===== src/rtl/id_ex_control_pkg.sv =====
// rtl/id_ex_control_pkg.sv - shared opcodes, funct codes, ALU ops and control word
package id_ex_control_pkg;

  localparam logic [5:0] OP_RTYPE = 6'd0;
  localparam logic [5:0] OP_LW    = 6'd35;
  localparam logic [5:0] OP_SW    = 6'd43;
  localparam logic [5:0] OP_BEQ   = 6'd4;
  localparam logic [5:0] OP_ADDI  = 6'd8;

  localparam logic [5:0] F_ADD = 6'd32;
  localparam logic [5:0] F_SUB = 6'd34;
  localparam logic [5:0] F_AND = 6'd36;
  localparam logic [5:0] F_OR  = 6'd37;
  localparam logic [5:0] F_SLT = 6'd42;

  localparam logic [1:0] ALUOP_ADD   = 2'd0;
  localparam logic [1:0] ALUOP_SUB   = 2'd1;
  localparam logic [1:0] ALUOP_FUNCT = 2'd2;

  typedef struct packed {
    logic [1:0] alu_op;
    logic       reg_dst;
    logic       alu_src;
    logic       mem_read;
    logic       mem_write;
    logic       mem_to_reg;
    logic       reg_write;
    logic       branch;
  } ctrl_word_t;

  localparam ctrl_word_t CTRL_NOP = '0;

  // R-type instructions are only legal for the five ALU functions EX implements
  function automatic logic funct_supported(input logic [5:0] funct);
    return (funct == F_ADD) || (funct == F_SUB) || (funct == F_AND) ||
           (funct == F_OR)  || (funct == F_SLT);
  endfunction

endpackage


===== src/rtl/id_ex_control_main_decode.sv =====
// rtl/id_ex_control_main_decode.sv - combinational main control decoder
module main_decode
  import id_ex_control_pkg::*;
(
  input  logic       in_valid,
  input  logic [5:0] in_opcode,
  input  logic [5:0] in_funct,
  output ctrl_word_t ctrl,
  output logic       illegal
);

  // Map the opcode to its control word; anything unrecognised is flagged illegal
  always_comb begin
    ctrl    = CTRL_NOP;
    illegal = 1'b0;
    case (in_opcode)
      OP_RTYPE: begin
        ctrl.alu_op    = ALUOP_FUNCT;
        ctrl.reg_dst   = 1'b1;
        ctrl.reg_write = 1'b1;
        illegal        = in_valid && !funct_supported(in_funct);
      end
      OP_LW: begin
        ctrl.alu_op     = ALUOP_ADD;
        ctrl.alu_src    = 1'b1;
        ctrl.mem_read   = 1'b1;
        ctrl.mem_to_reg = 1'b1;
        ctrl.reg_write  = 1'b1;
      end
      OP_SW: begin
        ctrl.alu_op    = ALUOP_ADD;
        ctrl.alu_src   = 1'b1;
        ctrl.mem_write = 1'b1;
      end
      OP_BEQ: begin
        ctrl.alu_op = ALUOP_SUB;
        ctrl.branch = 1'b1;
      end
      OP_ADDI: begin
        ctrl.alu_op    = ALUOP_ADD;
        ctrl.alu_src   = 1'b1;
        ctrl.reg_write = 1'b1;
      end
      default: begin
        illegal = in_valid;
      end
    endcase
  end

endmodule


===== src/rtl/id_ex_control.sv =====
// rtl/id_ex_control.sv - ID/EX control pipeline register with hazard handling
module id_ex_control
  import id_ex_control_pkg::*;
#(
  parameter int CNT_W = 8
) (
  input  logic             clock,
  input  logic             reset,
  input  logic             in_valid,
  input  logic [5:0]       in_opcode,
  input  logic [5:0]       in_funct,
  input  logic             bubble,
  input  logic             hold,
  input  logic             flush,
  output logic [1:0]       ctrl_alu_op_id_ex,
  output logic [5:0]       ctrl_funct_id_ex,
  output logic             ctrl_reg_dst_id_ex,
  output logic             ctrl_alu_src_id_ex,
  output logic             ctrl_mem_read_id_ex,
  output logic             ctrl_mem_write_id_ex,
  output logic             ctrl_mem_to_reg_id_ex,
  output logic             ctrl_reg_write_id_ex,
  output logic             ctrl_branch_id_ex,
  output logic             ctrl_valid_id_ex,
  output logic             ctrl_illegal_id_ex,
  output logic [CNT_W-1:0] illegal_count
);

  localparam logic [CNT_W-1:0] CNT_MAX = '1;
  localparam logic [CNT_W-1:0] CNT_ONE = CNT_W'(1);

  ctrl_word_t       dec_ctrl;
  logic             dec_illegal;

  ctrl_word_t       ctrl_q;
  logic [5:0]       funct_q;
  logic             valid_q;
  logic             illegal_q;
  logic [CNT_W-1:0] count_q;

  main_decode u_main_decode (
    .in_valid  (in_valid),
    .in_opcode (in_opcode),
    .in_funct  (in_funct),
    .ctrl      (dec_ctrl),
    .illegal   (dec_illegal)
  );

  // ID/EX register: reset > flush > hold > bubble > normal load; counter only moves on a real illegal load
  always_ff @(posedge clock) begin
    if (reset) begin
      ctrl_q    <= CTRL_NOP;
      funct_q   <= 6'd0;
      valid_q   <= 1'b0;
      illegal_q <= 1'b0;
      count_q   <= '0;
    end else if (flush) begin
      ctrl_q    <= CTRL_NOP;
      funct_q   <= 6'd0;
      valid_q   <= 1'b0;
      illegal_q <= 1'b0;
    end else if (hold) begin
      ctrl_q    <= ctrl_q;
      funct_q   <= funct_q;
      valid_q   <= valid_q;
      illegal_q <= illegal_q;
    end else if (bubble || !in_valid) begin
      ctrl_q    <= CTRL_NOP;
      funct_q   <= 6'd0;
      valid_q   <= 1'b0;
      illegal_q <= 1'b0;
    end else if (dec_illegal) begin
      ctrl_q    <= CTRL_NOP;
      funct_q   <= 6'd0;
      valid_q   <= 1'b0;
      illegal_q <= 1'b1;
      if (count_q != CNT_MAX) begin
        count_q <= count_q + CNT_ONE;
      end
    end else begin
      ctrl_q    <= dec_ctrl;
      funct_q   <= in_funct;
      valid_q   <= 1'b1;
      illegal_q <= 1'b0;
    end
  end

  assign ctrl_alu_op_id_ex     = ctrl_q.alu_op;
  assign ctrl_funct_id_ex      = funct_q;
  assign ctrl_reg_dst_id_ex    = ctrl_q.reg_dst;
  assign ctrl_alu_src_id_ex    = ctrl_q.alu_src;
  assign ctrl_mem_read_id_ex   = ctrl_q.mem_read;
  assign ctrl_mem_write_id_ex  = ctrl_q.mem_write;
  assign ctrl_mem_to_reg_id_ex = ctrl_q.mem_to_reg;
  assign ctrl_reg_write_id_ex  = ctrl_q.reg_write;
  assign ctrl_branch_id_ex     = ctrl_q.branch;
  assign ctrl_valid_id_ex      = valid_q;
  assign ctrl_illegal_id_ex    = illegal_q;
  assign illegal_count         = count_q;

endmodule


===== config.mk =====
export PLATFORM = sky130hd
export DESIGN_NAME = id_ex_control
export DESIGN_NICKNAME = d
export VERILOG_FILES = /design/src/rtl/id_ex_control_pkg.sv /design/src/rtl/id_ex_control_main_decode.sv /design/src/rtl/id_ex_control.sv
export SDC_FILE = /design/constraint.sdc
export NUM_CORES = 1
export LEC_CHECK = 0
export BUFFER_PORTS_ARGS = -buffer_cell sky130_fd_sc_hd__buf_4
export CAP_MARGIN = 5
export CORE_MARGIN = 2
export CORE_UTILIZATION = 50
export DETAILED_ROUTE_END_ITERATION = 10
export PLACE_DENSITY_LB_ADDON = 0.05
export SYNTH_ARGS = -nofsm -noshare
export SYNTH_HDL_FRONTEND = slang
export SYNTH_SLANG_ARGS = --single-unit

===== constraint.sdc =====
create_clock -name clock -period 3.75 [get_ports clock]
set_input_delay 0.1875 -clock clock [delete_from_list [all_inputs] [get_ports clock]]
set_output_delay 0.1875 -clock clock [all_outputs]
set_load 0.03 [all_outputs]

==> results.toml, run 1 <==
[job]
drv_cap = 0

[drt]
firstDrtPassIters = 4
wl_per_cell_um = 13.6
routed_via_density = 5.49
dr_total_vias = 961
postRouteAntennaNets = 0
first_iter_violations = 9
drc = 0
wl_um = 2380

[worst_setup_path]
arrival_ps = 2140
worstReg2RegStart = "illegal_count[0]"
crit_required_ps = 4000
critical_path.startpoint = "illegal_count[0]"
critical_path_class = "reg2reg"
rrSetupSlack_ps = 1860
path_max_fanout = 14
worstRegToRegCells = 6
startpoint_type = "flip-flop"
cp-end-kind = "flip-flop"
r2r_end = "illegal_count[5]"

[global_routing]
grt_pass1_vias = 932
grtUsageTotal_pct = 20.5
grt_pass1_wl_um = 4020
antenna_found_initial = 0
overflow = 0
grt_max_degree = 15

[timing]
setup_viol = 0
worst_pin_slew_ps = 812
rsz0062_at_grt = "false"
max_freq_mhz = 530
fin_setup_tns_ps = 0
finalCriticalPeriod_ps = 1890
hold_viol_final = 0
post-route-period-util_pct = 50.3
skew_ps = 0.248
drv_slew = 0
slew_headroom_pct = 45.6

[placed_design]
globalplace.congestion = 0.753
io_buffer_count = 42
place_area_sq_um = 1380
post-dp-hpwl_um = 1790
dpl.cell_count = 172

[run_status]
status = "finished clean"

[power_and_ir_drop]
peakVddDrop_v = 0.000196
p_per_area_nw_per_um2 = 289
p_leak_nw = 0.613

[clock_tree]
clkTransAtPathRegs_ps = 130
clkSinkCount = 24
cts_buffer_depth = 2
cts_inserted_buffers = 3
clock-root-buffer = "clkbuf_4"
postCtsHoldBufs = 0
cts.htree.levels = 1
cts_tree = "yes"
clk_latency_ps = 310
cts_setup_buffers = 0
cts-resized-gates = 0

[synth]
ys_seq_area_share_pct = 45.1
synthArstFlopShare_pct = 0
syn_area_per_cell_sq_um = 9.86
synth_fp_nets = 127
yosysWarnings = 0
syn_area_sq_um = 1060
synth_cell_types = 37
ys_ff_latch = 24
synthCells = 108
synth_edf_count = 0
synthFlopType = "dfxtp_1"

[finish]
multi_input_area_sq_um = 524
fill_cells = 175
fin_nets = 169
drive_gt1_share_pct = 37.2
fin_area_sq_um = 1400
register_area_sq_um = 480
diodes = 0
syn_to_final_growth_pct = 31.7
fin_cells = 175

[hold_path]
min-delay-path-class = "in2reg"
min-delay-start = "reset"
whs_endpoint = "illegal_count[3]"
min_path_cells = 2

[floorplan]
dieArea_sq_um = 2510
die_w_um = 50.1
ioPinCount = 43
start_util_pct = 53.7
die_h_um = 50.1
rows = 16
core_area_sq_um = 1980
==> cell usage after synthesis (3+ instances only) <==
master   number  area (sq um)
a32o_1        4          40.0
or4_1         3          22.5
nand2_1       4          15.0
inv_1         7          26.3
nor2_1        6          22.5
o21ai_0       3          15.0
a22o_1        6          52.6
nand3_1       5          25.0
dfxtp_1      24           480
a21oi_1       6          30.0
o31ai_1       3          22.5
or3_1         3          18.8
o21ai_1       4          20.0
==> metal layers <==
metal	routed length, um	share of wire [%]	global-route usage [%]
met5	0	0	0
met1	1120	47	27.3
met3	177	7.4	4.17
met4	38	1.6	10.2
met2	1050	44	31.6
==> where the power goes <==
| part | total [mW] | switching, mW | internal [mW] |
|---|---|---|---|
| registers | 0.256 | 0.000734 | 0.256 |
| logic | 0.0402 | 0.0209 | 0.0193 |
| clock network | 0.109 | 0.0716 | 0.0375 |
==> final cells by class <==
class,count,area share (%)
clock buffers,3,1.61
inverters,7,1.87
repair buffers,42,22.5
flip-flops and latches,24,34.3
multi-input cells,72,37.4
well taps,27,2.41
==> critical path, stage by stage, from the launching register on <==
cell and delay (ps):
dfxtp_1 370, ha_1 240, nand2_1 120, o311a_1 170, o211ai_2 250, or4_1 540, a21oi_1 150
==> stage by stage <==
stage	setup slack [ps]	hold WS (ps)	utilization, %	power [mW]
after floorplan	1970	313	-	0.280
after global placement	1820	411	69.6	0.301
after detailed placement	1780	421	69.6	0.302
after CTS	1870	90.0	70.8	0.410
after global routing	1700	92.4	70.8	0.422
final	1860	95.0	70.8	0.406
==> cells by family (layout without fill, tap and decap cells) <==
kind of cell               Yosys count  count (layout)  synth area share [%]
AOI/OAI and AO/OA                   34              34                  25.7
xor gates and xnor gates             1               1                 0.823
adders and majority gates            1               1                  1.17
buffers and inverters               12              52                  5.64
DFF                                 24              24                  45.1
muxes                                2               2                  1.88
and+or+nand+nor                     34              34                  19.6
==> cell usage in the layout, fill, tap and decap left out, types with 2 or more instances in the layout <==
cell	Yosys	routed
o21ai_0	3	3
nor2_1	6	6
or3_4	2	2
a32o_2	2	2
or4_1	3	3
a22o_1	6	6
o31ai_1	3	3
nor2b_1	2	2
a32o_1	4	4
or3_1	3	3
dfxtp_1	24	24
inv_1	7	7
o21ai_1	4	4
clkbuf_4	0	3
mux2i_1	2	2
nand3_1	5	5
nand2_1	4	4
a21oi_1	6	6
buf_4	2	42
==> state kept, by name, summed over array words and instances (netlist names) <==
| register | flops |
|---|---|
| illegal_count | 8 |
| ctrl_funct_id_ex | 6 |
| ctrl_alu_op_id_ex | 2 |
| ctrl_alu_src_id_ex | 1 |
| ctrl_branch_id_ex | 1 |
| ctrl_illegal_id_ex | 1 |
| ctrl_mem_read_id_ex | 1 |
| ctrl_mem_write_id_ex | 1 |
| ctrl_reg_dst_id_ex | 1 |
| ctrl_reg_write_id_ex | 1 |
| ctrl_valid_id_ex | 1 |
==> worst max-delay path by stage <==
stage / end / slack (ps) / cells after the start
6_report: illegal_count[5] / 1860 / 6
3_3_place_gp: ctrl_reg_dst_id_ex / 1820 / 6
2_1_floorplan: illegal_count[1] / 1970 / 7
3_5_place_dp: ctrl_reg_dst_id_ex / 1780 / 6
4_1_cts: illegal_count[5] / 1870 / 6
5_1_grt: illegal_count[5] / 1700 / 6
No activity file was read; power rests on OpenSTA's default activity.
==> run 2: changes to the inputs <==
--- a/config.mk
+++ b/config.mk
@@ -8,7 +8,7 @@
 export BUFFER_PORTS_ARGS = -buffer_cell sky130_fd_sc_hd__buf_4
 export CAP_MARGIN = 5
 export CORE_MARGIN = 2
-export CORE_UTILIZATION = 50
+export CORE_UTILIZATION = 46
 export DETAILED_ROUTE_END_ITERATION = 10
 export PLACE_DENSITY_LB_ADDON = 0.05
 export SYNTH_ARGS = -nofsm -noshare
==> constraint.sdc (replaced) <==
create_clock -name clock -period 1.9 [get_ports clock]
set_input_delay 0.095 -clock clock [delete_from_list [all_inputs] [get_ports clock]]
set_output_delay 0.095 -clock clock [all_outputs]
set_load 0.03 [all_outputs]
==> run 2 against run 1 <==
Effect of this change:
- final cell count rose by 7.4%
- clock skew rose by 5.2 ps
- clock power rose to 3.5 times the previous value
- hold slack got worse by 55 ps
- setup slack got worse by 1800 ps
- sequential power rose by 98%
- fmax rose by 3.8%
- register-to-register slack got worse by 1800 ps
- core utilization rose by 0.79 points
- critical path type unchanged
- largest cell class unchanged
==> results.toml, run 2 (synthesis results as in run 1) <==
[power_and_ir_drop]
p_per_area_nw_per_um2 = 628
comb_power_share_pct = 9.9
power.switching_mw = 0.215
power_frac_clock_pct = 38.7
peakVddDrop_v = 0.000482
total_power_mw = 0.985
swShare_pct = 21.8
pwr-share-seq_pct = 51.4
p_leak_nw = 0.699
p_int_mw = 0.770

[placed_design]
pre_cts_ws_ps = 35.5
post-dp-hpwl_um = 1830
globalplace.congestion = 0.749
io_buffer_count = 42

[timing]
worst_pin_slew_ps = 488
setup_viol = 0
setup_slack_ps = 82.6
hold_slack_ps = 39.9
drv_slew = 0
hold_viol_final = 0
fin_setup_tns_ps = 0
skew_ps = 5.47
finalCriticalPeriod_ps = 1820
post-route-period-util_pct = 95.7
slew_headroom_pct = 67.2
max_freq_mhz = 550

[hold_path]
min-delay-path-class = "in2reg"

[floorplan]
core_area_sq_um = 2190
ioPinCount = 43
die_w_um = 52.1
dieArea_sq_um = 2720
rows = 17
start_util_pct = 48.6
die_h_um = 52.1

[drt]
firstDrtPassIters = 4
dr_total_vias = 1027
postRouteAntennaNets = 0
routed_via_density = 5.46
first_iter_violations = 19
wl_um = 2630
wl_per_cell_um = 14.0
drc = 0

[job]
drv_cap = 0

[clock_tree]
clock-root-buffer = "clkbuf_4"
clkSinkCount = 24
clkTransAtPathRegs_ps = 140
cts_tree = "yes"
cts_buffer_depth = 2
cts.htree.levels = 1
clk_latency_ps = 330
cts_inserted_buffers = 3

[global_routing]
grt_pass1_vias = 927
grt_max_degree = 15
grt_pass1_wl_um = 4020
overflow = 0
antenna_found_initial = 0
grtUsageTotal_pct = 20.3

[finish]
final_cell_mix = "buf_4, dfxtp_1, inv_1, dlygate4sd3_1"
fin_nets = 180
final_common_cell = "buf_4"
drive_gt1_share_pct = 37.5
syn_to_final_growth_pct = 47.2
diodes = 0
largest_reg_flops = 8

[worst_setup_path]
path_max_fanout = 8
crit_required_ps = 2170
critical_path_class = "reg2reg"
arrival_ps = 2090
startpoint_type = "flip-flop"
cp-end-kind = "flip-flop"

[run_status]
status = "finished clean"
==> run 2: through the flow <==
stage	utilization, %	std cells	area [sq um]
detailed placement	64.6	176	1420
finish	71.6	188	1570
global placement	64.6	176	1420
global route	71.6	188	1570
CTS	70.6	187	1550
floorplan	-	108	1060
==> run 2: final timing paths <==
| check | start | to | slack, ps | cells after the start |
|---|---|---|---|---|
| worst max-delay path | illegal_count[0] | illegal_count[3] | 80 | 7 |
| worst min-delay path | in_opcode[3] | ctrl_mem_write_id_ex | 40 | 2 |
| worst max register to register | illegal_count[0] | illegal_count[3] | 80 | 7 |
| worst min register to register | ctrl_alu_op_id_ex[1] | ctrl_alu_op_id_ex[1] | 480 | 1 |
==> run 2: area by class of cell <==
type,instances,area (sq um)
Fill cell,184,623
Timing Repair Buffer,53,440
Tap cell,28,35.0
Inverter,7,26.3
Sequential cell,24,480
Multi-Input combinational cell,72,533
Clock inverter,1,30.0
Clock buffer,3,22.5
==> run 2: metal layers <==
| metal | vias to the layer above | wire length, um | global-route usage (%) |
|---|---|---|---|
| li1 | 509 | - | - |
| met3 | 5 | 119 | 2.87 |
| met4 | 0 | 47 | 9.21 |
| met1 | 483 | 1160 | 24.8 |
| met2 | 30 | 1300 | 35.0 |
| met5 | - | 0 | 0 |
==> run 2: what timing repair did <==
action / in CTS / in global routing
hold buffers: 7 / 0
gates resized for setup: 1 / 0
endpoints found under the setup margin: 1 / 1
setup buffers: 0 / 1
hold endpoints to repair: 14 / 0
==> run 2: critical path, cell delays in order, from the launching register on <==
cell and delay, ps:
dfxtp_1 370, ha_1 250, nand2_1 130, o311a_1 210, o211ai_4 140, buf_12 170
or3_1 340, a21oi_1 140
==> run 2: power by group through the flow <==
stage               logic [mW]  registers (mW)  clock network (mW)
floorplan               0.0326           0.520                   0
global placement        0.0796           0.517                   0
detailed placement      0.0817           0.517                   0
CTS                     0.0951           0.506               0.379
global route             0.107           0.507               0.403
finish                  0.0976           0.506               0.381
==> run 3: changes to the inputs <==
--- a/config.mk
+++ b/config.mk
@@ -7,8 +7,10 @@
 export LEC_CHECK = 0
 export BUFFER_PORTS_ARGS = -buffer_cell sky130_fd_sc_hd__buf_4
 export CAP_MARGIN = 5
+export CELL_PAD_IN_SITES_DETAIL_PLACEMENT = 0
+export CELL_PAD_IN_SITES_GLOBAL_PLACEMENT = 1
 export CORE_MARGIN = 2
-export CORE_UTILIZATION = 46
+export CORE_UTILIZATION = 34
 export DETAILED_ROUTE_END_ITERATION = 10
 export PLACE_DENSITY_LB_ADDON = 0.05
 export SYNTH_ARGS = -nofsm -noshare
==> run 3 against run 2 <==
Effect of this change:
- first-iteration DRC count increased to 2.7 times the previous value
- largest cell class unchanged
- clock skew decreased by 4.8 ps
- non-clock buffer count unchanged
- cell area decreased by 0.56%
- final cell count increased by 8.5%
- fmax increased by 1.6%
- clock-buffer cell count increased by 1
- hold slack improved by 23 ps
- critical path type is now in2reg
- core utilization decreased by 20 points
- highest routed layer unchanged
- sequential share of layout area increased by 0.17 points
- clock power decreased by 30%
- setup slack improved by 29 ps
==> results.toml, run 3 (synthesis results as in run 1) <==
[timing]
worst_pin_slew_ps = 433
rsz0062_at_grt = "false"
finalCriticalPeriod_ps = 1790
slew_headroom_pct = 70.9
setup_slack_ps = 111
hold_viol_final = 0
skew_ps = 0.676
fin_setup_tns_ps = 0
post-route-period-util_pct = 94.1
setup_viol = 0
drv_slew = 0
max_freq_mhz = 559

[floorplan]
die_h_um = 60.0
dieArea_sq_um = 3600
rows = 20
ioPinCount = 43
start_util_pct = 35.2
core_area_sq_um = 3030
die_w_um = 60.0

[global_routing]
antenna_found_initial = 0
grt_pass1_wl_um = 4130
grt_pass1_vias = 904
grtUsageTotal_pct = 15.0
grt_max_degree = 15
overflow = 0

[drt]
firstDrtPassIters = 4
wl_per_cell_um = 12.6
wl_um = 2560
drc = 0
dr_total_vias = 1012
first_iter_violations = 52
routed_via_density = 4.96
postRouteAntennaNets = 0

[placed_design]
post-dp-hpwl_um = 1890
dpl.cell_count = 192
globalplace.congestion = 0.728
pre_cts_ws_ps = 34.2
io_buffer_count = 42

[finish]
final_cell_mix = "buf_4, dfxtp_1, inv_1, dlygate4sd3_1"
final_common_cell = "buf_4"
syn_to_final_growth_pct = 46.4
diodes = 0
final_core_util_pct = 51.5
fill_cells = 309
fin_cells = 204
drive_gt1_share_pct = 37.5
fin_nets = 180
largest_reg_flops = 8

[hold_path]
min_path_cells = 2
min-delay-path-class = "in2reg"

[clock_tree]
cts.htree.levels = 1
cts_inserted_buffers = 3
clkTransAtPathRegs_ps = 130
clock-root-buffer = "clkbuf_4"
cts_buffer_depth = 2
clk_latency_ps = 300
cts_tree = "yes"
clkSinkCount = 24

[worst_setup_path]
cp-end-kind = "flip-flop"
crit_required_ps = 2150
cp_cell_sequence = "dlygate4sd3_1 > buf_4 > nand2b_1 > a41oi_2 > o211ai_4 > or4_1 > a21oi_1"
cpMaxStageDelayCell = "dlygate4sd3_1"
startpoint_type = "primary input"
critical_path_class = "in2reg"
cp_slowest_stage_delay_ps = 540
arrival_ps = 2040
path_max_fanout = 13
worstRegToRegCells = 6

[power_and_ir_drop]
peakVddDrop_v = 0.000437
p_leak_nw = 0.686
p_per_area_nw_per_um2 = 556

[job]
drv_cap = 0

[run_status]
status = "finished clean"
[run 3: changes by cell type in the layout (fill, tap and decap cells not counted), sizes merged]
cell and change:
clkbuf +1, bufinv -1
[run 3: what timing repair did]
item                                    in CTS  in global routing
gates resized for setup                      1                  0
endpoints found under the setup margin       2                  2
hold buffers                                 4                  3
endpoints found under the hold margin       11                  3
buffers inserted                             0                  1
[run 3: power breakdown]
| part | internal (mW) | switching, mW | leakage (nW) |
|---|---|---|---|
| clock network | 0.117 | 0.148 | 0.0210 |
| logic | 0.0502 | 0.0451 | 0.472 |
| registers | 0.505 | 0.00137 | 0.193 |
| total | 0.672 | 0.194 | 0.686 |
[run 3: path summary, 6_finish.rpt]
path	startpoint	endpoint	slack [ps]
worst max-delay path	in_funct[1]	illegal_count[5]	110
worst min-delay path	in_opcode[2]	ctrl_alu_op_id_ex[0]	60
worst max register to register	illegal_count[0]	illegal_count[5]	130
worst min register to register	ctrl_alu_op_id_ex[0]	ctrl_alu_op_id_ex[0]	490
[run 3: routing by layer]
metal  GRT usage (%)  part of all wire, %
met1            20.3                   48
met2            23.3                   46
met3            5.19                  5.5
met4            2.86                 0.62
met5               0                    0
[run 3: layout make-up]
class	instances	area, sq um	share of cell area [%]
Multi-Input combinational cell	72	533	34.2
Inverter	7	26.3	1.69
Timing Repair Buffer	53	428	27.4
Tap cell	44	55.1	3.53
Sequential cell	24	480	30.8
Clock buffer	4	36.3	2.33
[run 3: metrics by stage]
stage	instance area [sq um]	total power, mW	hold slack [ps]
global placement	1440	0.598	321
floorplan	1060	0.553	221
finish	1560	0.866	63.0
global route	1560	0.913	47.2
CTS	1520	0.880	0.315
detailed placement	1440	0.599	320
[run 3: critical path: cells and delay by family]
family	cells	cell delay, ps
simple gates	2	640
buf+inv	2	680
compound gates	3	620
